`src/rtl/obi_ram_arb_pkg.sv`:
```
// Shared definitions for the OBI-to-dual-port-RAM arbiter.
//   port_e : identifies the requesting port (instruction or data)
//   resp_e : what kind of response the data port owes next cycle
//   DEFAULT_* : default RAM geometry
package obi_ram_arb_pkg;

  localparam int unsigned DEFAULT_ADDR_WIDTH = 17;
  localparam int unsigned DEFAULT_DATA_WIDTH = 32;

  typedef enum logic {
    PORT_INSTR = 1'b0,
    PORT_DATA  = 1'b1
  } port_e;

  typedef enum logic [1:0] {
    RESP_NONE  = 2'd0,
    RESP_READ  = 2'd1,
    RESP_WRITE = 2'd2
  } resp_e;

endpackage

```
`src/rtl/ram_rr_arb2.sv`:
```
// Two-way round-robin arbiter for the shared RAM read port.
//   clk_i, rst_ni : clock, asynchronous active-low reset
//   req_i[1:0]    : read requests, indexed by port_e
//   gnt_o[1:0]    : one-hot (or zero) grant, indexed by port_e
// The last-winner flop only moves when both requests collide, so an
// uncontested grant never costs a port its turn. After reset the
// instruction port counts as the last winner, so data wins first.
module ram_rr_arb2
  import obi_ram_arb_pkg::*;
(
  input  logic       clk_i,
  input  logic       rst_ni,
  input  logic [1:0] req_i,
  output logic [1:0] gnt_o
);

  port_e last_q, last_d;

  always_comb begin
    gnt_o  = req_i;
    last_d = last_q;
    if (req_i[PORT_INSTR] && req_i[PORT_DATA]) begin
      gnt_o = 2'b00;
      if (last_q == PORT_INSTR) begin
        gnt_o[PORT_DATA] = 1'b1;
        last_d           = PORT_DATA;
      end else begin
        gnt_o[PORT_INSTR] = 1'b1;
        last_d            = PORT_INSTR;
      end
    end
  end

  always_ff @(posedge clk_i or negedge rst_ni) begin
    if (!rst_ni) begin
      last_q <= PORT_INSTR;
    end else begin
      last_q <= last_d;
    end
  end

endmodule

```
`src/rtl/obi_ram_arbiter.sv`:
```
// Connects an OBI instruction port (read-only) and an OBI data port to a
// simple dual-port RAM (port A write-only, port B read-only, 1-cycle read
// latency). Grants are combinational; responses arrive one cycle later.
//   clk_i, rst_ni           : clock, asynchronous active-low reset
//   instr_*                 : OBI instruction port (req/addr -> gnt/rvalid/rdata)
//   data_*                  : OBI data port (req/we/be/addr/wdata -> gnt/rvalid/rdata)
//   ram_addra/wea/dina_o    : RAM write port
//   ram_addrb/enb_o         : RAM read port request
//   ram_doutb_i             : RAM read data, valid the cycle after ram_enb_o
// Handshake: a transaction is accepted in any cycle where req && gnt; the
// matching rvalid is high for exactly the following cycle, and rdata is 0
// whenever rvalid is low. There is no request buffering: an ungranted
// requester simply holds req until it sees gnt.
module obi_ram_arbiter
  import obi_ram_arb_pkg::*;
#(
  parameter int unsigned ADDR_WIDTH = DEFAULT_ADDR_WIDTH,
  parameter int unsigned DATA_WIDTH = DEFAULT_DATA_WIDTH
) (
  input  logic                    clk_i,
  input  logic                    rst_ni,
  input  logic                    instr_req_i,
  input  logic [31:0]             instr_addr_i,
  output logic                    instr_gnt_o,
  output logic                    instr_rvalid_o,
  output logic [DATA_WIDTH-1:0]   instr_rdata_o,
  input  logic                    data_req_i,
  input  logic                    data_we_i,
  input  logic [DATA_WIDTH/8-1:0] data_be_i,
  input  logic [31:0]             data_addr_i,
  input  logic [DATA_WIDTH-1:0]   data_wdata_i,
  output logic                    data_gnt_o,
  output logic                    data_rvalid_o,
  output logic [DATA_WIDTH-1:0]   data_rdata_o,
  output logic [ADDR_WIDTH-1:0]   ram_addra_o,
  output logic [DATA_WIDTH/8-1:0] ram_wea_o,
  output logic [DATA_WIDTH-1:0]   ram_dina_o,
  output logic [ADDR_WIDTH-1:0]   ram_addrb_o,
  output logic                    ram_enb_o,
  input  logic [DATA_WIDTH-1:0]   ram_doutb_i
);

  logic [ADDR_WIDTH-1:0] instr_word, data_word;
  logic                  data_wr, data_rd, instr_rd;
  logic [1:0]            rd_req, rd_gnt;
  logic                  instr_pend_q;
  resp_e                 data_resp_q, data_resp_d;
  logic                  unused_addr_bits;

  assign instr_word = instr_addr_i[ADDR_WIDTH+1:2];
  assign data_word  = data_addr_i[ADDR_WIDTH+1:2];

  // Byte offset and bits above the RAM range carry no meaning here.
  assign unused_addr_bits = ^{instr_addr_i[31:ADDR_WIDTH+2], instr_addr_i[1:0],
                              data_addr_i[31:ADDR_WIDTH+2], data_addr_i[1:0]};

  // Requests are masked by reset so nothing is granted while rst_ni is low.
  assign data_wr = rst_ni & data_req_i & data_we_i;
  assign data_rd = rst_ni & data_req_i & ~data_we_i;
  // An instruction fetch of the word being written this cycle would read
  // stale data from the RAM, so it waits for the write to land.
  assign instr_rd = rst_ni & instr_req_i & ~(data_wr && (instr_word == data_word));

  always_comb begin
    rd_req             = 2'b00;
    rd_req[PORT_INSTR] = instr_rd;
    rd_req[PORT_DATA]  = data_rd;
  end

  ram_rr_arb2 u_rr (
    .clk_i  (clk_i),
    .rst_ni (rst_ni),
    .req_i  (rd_req),
    .gnt_o  (rd_gnt)
  );

  assign instr_gnt_o = rd_gnt[PORT_INSTR];
  assign data_gnt_o  = data_wr | rd_gnt[PORT_DATA];

  // Write port: writes never compete, they only block a same-word fetch.
  assign ram_wea_o   = data_wr ? data_be_i : '0;
  assign ram_addra_o = data_word;
  assign ram_dina_o  = data_wdata_i;

  // Read port: at most one of the two read grants is ever set.
  assign ram_enb_o   = rd_gnt[PORT_INSTR] | rd_gnt[PORT_DATA];
  assign ram_addrb_o = rd_gnt[PORT_INSTR] ? instr_word : data_word;

  always_comb begin
    data_resp_d = RESP_NONE;
    if (data_wr) begin
      data_resp_d = RESP_WRITE;
    end else if (rd_gnt[PORT_DATA]) begin
      data_resp_d = RESP_READ;
    end
  end

  always_ff @(posedge clk_i or negedge rst_ni) begin
    if (!rst_ni) begin
      instr_pend_q <= 1'b0;
      data_resp_q  <= RESP_NONE;
    end else begin
      instr_pend_q <= rd_gnt[PORT_INSTR];
      data_resp_q  <= data_resp_d;
    end
  end

  assign instr_rvalid_o = instr_pend_q;
  assign instr_rdata_o  = instr_pend_q ? ram_doutb_i : '0;
  assign data_rvalid_o  = (data_resp_q != RESP_NONE);
  assign data_rdata_o   = (data_resp_q == RESP_READ) ? ram_doutb_i : '0;

endmodule
```
`config.mk`:
```
export PLATFORM = sky130hd
export DESIGN_NAME = obi_ram_arbiter
export DESIGN_NICKNAME = d
export VERILOG_FILES = /design/src/rtl/obi_ram_arb_pkg.sv /design/src/rtl/ram_rr_arb2.sv /design/src/rtl/obi_ram_arbiter.sv
export SDC_FILE = /design/constraint.sdc
export NUM_CORES = 1
export LEC_CHECK = 0
export ABC_AREA = 1
export ABC_CLOCK_PERIOD_IN_PS = 2800
export CELL_PAD_IN_SITES_DETAIL_PLACEMENT = 2
export CELL_PAD_IN_SITES_GLOBAL_PLACEMENT = 2
export CORE_UTILIZATION = 10
export DETAILED_ROUTE_END_ITERATION = 8
export PLACE_DENSITY = 0.95
export SLEW_MARGIN = 10
export SYNTH_ARGS = -nofsm -noshare
export SYNTH_HDL_FRONTEND = slang
export SYNTH_SLANG_ARGS = --single-unit
```
`constraint.sdc`:
```
create_clock -name clk_i -period 2.8 [get_ports clk_i]
set_input_delay 0.28 -clock clk_i [delete_from_list [all_inputs] [get_ports clk_i]]
set_output_delay 0.28 -clock clk_i [all_outputs]
set_load 0.005 [all_outputs]
```
==> qor.yml, run 1 <==
status:
  status: "complete, no violations"
drt:
  ant_nets: 0
  drc: 0
  wl_per_cell_um: 13.2
  drt_wl_total_mm: 9.35
  vias_per_cell: 3.65
  drtPass1Iterations: 2
  num_vias: 2586
  drt_iter0_drc: 28
job:
  maxCapViolations: 0
critical_path:
  r2r_cells: 4
  path_depth: 12
  cp_top_family: "buffers and inverters"
  cp_slowest_cell: "clkdlybuf4s50_1"
  critPathBufInv: 4
  path_class: "in2out"
  start_kind: "input port"
  required_ns: 2.52
  end_kind: "primary output"
  timing.critical_path.mode_cell: "nand2_1"
  cpPeakStageDelay_ns: 0.52
  worstPathCellList: "clkdlybuf4s50_1 > inv_1 > nand2_1 > nand2_1 > nor2_1 > nand2_1 > nor2_4 > nand3_4 > buf_4 > nand4_1 > nand2_1 > clkdlybuf4s50_1"
  cp_max_fo: 17
  worstPathArrival_ns: 2.33
layout:
  drive_above_1_share_pct: 4.70
  regArea_um2: 100
  fin_cells: 709
  fin_area_mm2: 0.00357
  fin_nets: 628
  antenna_cells: 0
  multi_input_area_um2: 851
  area_delta_synth_final_pct: 107
  num-fill-cells: 2055
synthesis:
  synth_simple_gate_area_share_pct: 47.0
  yosys.area_share.adder_pct: 0
  synthCells: 353
  synth_compound_area_share_pct: 0.291
  ys_ff_latch: 4
  syn_area_mm2: 0.00172
  synth_top_family_by_area: "simple AND/OR/NAND/NOR gates"
  seq_area_frac_synth_pct: 5.82
  synth_mux_area_share_pct: 0
  synthXorXnorAreaFrac_pct: 1.02
  synth_nets: 490
  ys_warn_count: 0
  syn_avg_cell_area_um2: 4.87
  ys_types: 19
cts:
  cts_buffers: 3
  postCtsHoldBufs: 0
  cts_tree: "built"
  path_clk_slew_ns: 0.03
  htreeDepth: 1
  cts_sinks: 4
  clockRootBuffer: "clkbuf_16"
  clockBufferDepth: 2
  clock_latency_ns: 0.23
global_route:
  grt_overflow_total: 0
  grt_max_degree: 34
  track_usage_pct: 10.1
  antenna_found_initial: 0
  grt_pass1_wl_mm: 14.0
  first_global_vias: 2792
power:
  power_density_mw_per_mm2: 207
  ir_drop_uv: 106
  p_leak_nw: 1.91
floorplan:
  row_count: 47
  die_h_um: 133
  coreArea_mm2: 0.0167
  die_w_um: 133
  fp.dieArea_mm2: 0.0177
  start_util_pct: 10.3
  ioPinCount: 276
sta:
  finalCritPeriodShare_pct: 93.2
  period_minus_slack_ns: 2.61
  fin_ws_ns: 0.190
  slew_headroom_pct: 70.7
  timing.fmax_mhz: 383
  finalSetupViolations: 0
  worst_pin_slew_ns: 0.438
  hold_viol_final: 0
  skew_ns: 0.00293
  drv_slew: 0
place:
  port_buffers: 181
  placed_cells: 704
  place_ws_ns: 0.00660
  place_area_mm2: 0.00346
  gp_routability_congestion: 0.731
  dp.final_hpwl_mm: 7.81
hold_path:
  hp-class: "in2async"
==> layout make-up <==
cell class | instances | share of cell area [%]
repair buffers | 193 | 53.3
multi-input cells | 192 | 23.9
inverters | 97 | 10.2
well taps | 220 | 7.72
flip-flops and latches | 4 | 2.81
clock buffers | 3 | 2.10
==> synthesized netlist by cell type <==
cell,n,area (µm²)
nand2_1,105,394
inv_1,96,360
nor2_1,53,199
buf_4,49,368
nand4_1,20,125
clkbuf_1,10,37.5
dfrtp_1,4,100
nand3_1,3,15.0
nand3_4,2,35.0
xnor2_1,2,17.5
buf_2,1,5.00
buf_8,1,15.0
inv_2,1,3.75
nand3_2,1,10.0
nor2_4,1,11.3
o21ai_0,1,5.00
or2_0,1,6.26
or2_1,1,6.26
or2_2,1,6.26
==> path summary, 6_finish.rpt <==
path	from	endpoint	slack, ns
max in group asynchronous	rst_ni	data_resp_q[1]$_DFF_PN0_	2.26
worst max-delay path	data_addr_i[16]	ram_addrb_o[13]	0.19
worst min register to register	u_rr.last_q$_DFFE_PN0P_	u_rr.last_q$_DFFE_PN0P_	0.49
worst min-delay path	rst_ni	u_rr.last_q$_DFFE_PN0P_	0.42
worst max register to register	u_rr.last_q$_DFFE_PN0P_	instr_rvalid_o$_DFF_PN0_	1.61
min in group clk_i	u_rr.last_q$_DFFE_PN0P_	u_rr.last_q$_DFFE_PN0P_	0.49
==> through the flow <==
step | hold slack (ns) | setup TNS (ns) | utilization (%) | power [mW]
2_1_floorplan | -0.0156 | 0 | - | 0.245
3_3_place_gp | 0.465 | 0 | 20.7 | 0.501
3_5_place_dp | 0.472 | 0 | 20.7 | 0.516
4_1_cts | 0.438 | 0 | 21.2 | 0.749
5_1_grt | 0.451 | -0.000177 | 21.4 | 0.789
6_report | 0.422 | 0 | 21.4 | 0.738
==> report_power, final <==
group | internal, mW | total (mW) | switching (mW)
combinational | 0.264 | 0.445 | 0.181
clock | 0.183 | 0.228 | 0.0448
sequential | 0.0632 | 0.0656 | 0.00239
total | 0.510 | 0.738 | 0.228
==> worst reg2reg max path, stage by stage (launching register included) <==
cell     delay (ns)
dfrtp_1        0.37
or2_1          0.32
nand3_4        0.21
buf_4          0.15
inv_2          0.03
==> sequential cells by signal (all words and copies together), names as in the netlist <==
| name | cells |
|---|---|
| instr_rvalid_o | 1 |
| u_rr.last_q | 1 |
| data_resp_q | 2 |
==> cell families (layout without fill, tap and decap cells) <==
| logic type | Yosys count | after routing |
|---|---|---|
| flops | 4 | 4 |
| xor+xnor | 2 | 2 |
| compound gates | 1 | 1 |
| buf+inv | 158 | 293 |
| simple gates | 188 | 189 |
==> layout by cell type (no fill, tap or decap) <==
| cell | netlist | layout |
|---|---|---|
| nor2_4 | 1 | 1 |
| xnor2_1 | 2 | 2 |
| clkbuf_16 | 0 | 3 |
| nor2_2 | 0 | 1 |
| or2_2 | 1 | 1 |
| inv_2 | 1 | 1 |
| dfrtp_1 | 4 | 4 |
| o21ai_0 | 1 | 1 |
| buf_4 | 49 | 12 |
| clkdlybuf4s50_1 | 0 | 181 |
| nand3_2 | 1 | 1 |
| nor2_1 | 53 | 52 |
| nand3_4 | 2 | 3 |
| inv_1 | 96 | 96 |
| nand4_1 | 20 | 20 |
| or2_1 | 1 | 2 |
| nand2_1 | 105 | 105 |
| nand3_1 | 3 | 3 |
==> layer usage <==
metal	global-route usage, %	share of wire (%)
met5	0	0
met4	2.46	0.82
met3	3.81	12
met2	20.0	51
met1	9.59	36
==> what timing repair did <==
action	in CTS	in global routing
resized for setup	0	3
endpoints found under the setup margin	1	18
setup buffers	1	0
cloned	0	1
hold endpoints to repair	0	0
No activity file was read; power rests on OpenSTA's default activity.
==> run 2, diff against run 1 <==
--- a/config.mk
+++ b/config.mk
@@ -8,3 +8,2 @@
 export ABC_AREA = 1
-export ABC_CLOCK_PERIOD_IN_PS = 2800
 export CELL_PAD_IN_SITES_DETAIL_PLACEMENT = 2
--- a/constraint.sdc
+++ b/constraint.sdc
@@ -3,2 +3,2 @@
 set_output_delay 0.28 -clock clk_i [all_outputs]
-set_load 0.005 [all_outputs]
+set_load 0.1 [all_outputs]
==> run 2 against run 1 <==
Against the previous run: critical endpoint is now ram_addrb_o[15]; clock skew decreased by 0.0014 ns; global-route usage is 0.058 points higher; register-to-register slack better by 0.02 ns; highest routed layer unchanged; combinational power increased by 140%; critical path depth is the same; largest cell class unchanged; clock power fell by 3%; critical path type unchanged.
==> qor.yml, run 2 (same netlist as run 1, synthesis figures left out) <==
global_route:
  track_usage_pct: 10.1
  grt_overflow_total: 0
  antenna_found_initial: 0
  grt_max_degree: 34
  first_global_vias: 2723
  grt_pass1_wl_mm: 14.1
cts:
  cts_buffers: 3
  clockRootBuffer: "clkbuf_16"
  post_cts_resized: 0
  cts_tree: "built"
  cts_sinks: 4
  cts_setup_buffers: 0
  clockBufferDepth: 2
  path_clk_slew_ns: 0.03
  htreeDepth: 1
  clock_latency_ns: 0.22
  postCtsHoldBufs: 0
drt:
  wl_per_cell_um: 12.9
  drt_iter0_drc: 40
  num_vias: 2553
  vias_per_cell: 3.63
  ant_nets: 0
  drtPass1Iterations: 3
  drt_wl_total_mm: 9.11
  drc: 0
critical_path:
  worstPathArrival_ns: 2.14
  cp_max_fo: 19
  worstPathCellList: "clkdlybuf4s50_1 > inv_1 > nand2_1 > nand2_1 > nor2_1 > nand2_1 > nor2_1 > nand3_4 > nand3_4 > nand2_1 > nand2_1 > buf_12"
  cpPeakStageDelay_ns: 0.54
  required_ns: 2.52
  timing.critical_path.mode_cell: "nand2_1"
  end_kind: "primary output"
  cp_slowest_cell: "clkdlybuf4s50_1"
  cp_top_family: "simple AND/OR/NAND/NOR gates"
  start_kind: "input port"
  critPathBufInv: 3
  path_class: "in2out"
floorplan:
  die_h_um: 133
  die_w_um: 133
  fp.dieArea_mm2: 0.0177
  coreArea_mm2: 0.0167
  ioPinCount: 276
  start_util_pct: 10.3
  row_count: 47
layout:
  fin_area_mm2: 0.00370
  antenna_cells: 0
  area_delta_synth_final_pct: 115
  layout_commonest_cell: "nand2_1"
  layout_common_cells: "nand2_1 (105), inv_1 (96), buf_4 (79), clkdlybuf4s50_1 (74), nor2_1 (53)"
  fin_nets: 623
  largest_reg_flops: 2
  drive_above_1_share_pct: 25.6
  top_register: "data_resp_q"
power:
  p_leak_nw: 2.19
  power_density_mw_per_mm2: 362
  ir_drop_uv: 153
  power_mw: 1.34
place:
  place_area_mm2: 0.00362
  dp.final_hpwl_mm: 7.85
  gp_routability_congestion: 0.724
  port_buffers: 181
sta:
  worst_pin_slew_ns: 0.386
  finalCritPeriodShare_pct: 86.6
  slew_headroom_pct: 74.2
  skew_ns: 0.00151
  drv_slew: 0
  hold_viol_final: 0
  period_minus_slack_ns: 2.42
  timing.fmax_mhz: 413
  tns_ns: 0
  rsz0062_at_grt: "no"
  finalSetupViolations: 0
status:
  status: "complete, no violations"
job:
  maxCapViolations: 0
hold_path:
  hp-class: "in2async"
-- run 2: area by class of cell --
type	count	area [µm²]
well taps	220	275
inverters	97	364
flip-flops and latches	4	100
repair buffers	189	2050
multi-input cells	191	831
fillers	2019	13000
clock buffers	3	75.1
-- run 2: final timing paths --
kind,start,end,slack (ns),depth (start not counted)
max reg2reg,u_rr.last_q$_DFFE_PN0P_,instr_rvalid_o$_DFF_PN0_,1.63,3
min,rst_ni,u_rr.last_q$_DFFE_PN0P_,0.42,2
max in group asynchronous,rst_ni,data_resp_q[1]$_DFF_PN0_,2.26,2
min in group clk_i,u_rr.last_q$_DFFE_PN0P_,u_rr.last_q$_DFFE_PN0P_,0.50,2
max,data_addr_i[3],ram_addrb_o[15],0.38,12
min reg2reg,u_rr.last_q$_DFFE_PN0P_,u_rr.last_q$_DFFE_PN0P_,0.50,2
-- run 2: layer usage --
metal	up-vias	global-route usage, %	wire length (µm)
met3	2	3.69	1040
met4	0	2.27	55
met1	1167	10.0	3360
met5	-	0	0
met2	168	19.8	4650
li1	1216	-	-
-- run 2: stage by stage --
stage,hold WS [ns],utilization (%),std cells,worst slack [ns]
after floorplan,-0.0156,-,353,0.556
after global placement,0.468,21.7,701,0.377
after detailed placement,0.478,21.7,701,0.274
after CTS,0.421,22.2,704,0.268
after global routing,0.442,22.2,704,0.172
final,0.421,22.2,704,0.376
-- run 2: power by group --
group / internal (mW) / switching, mW
registers: 0.0632 / 0.00287
clock network: 0.182 / 0.0398
logic: 0.311 / 0.741
total: 0.557 / 0.784
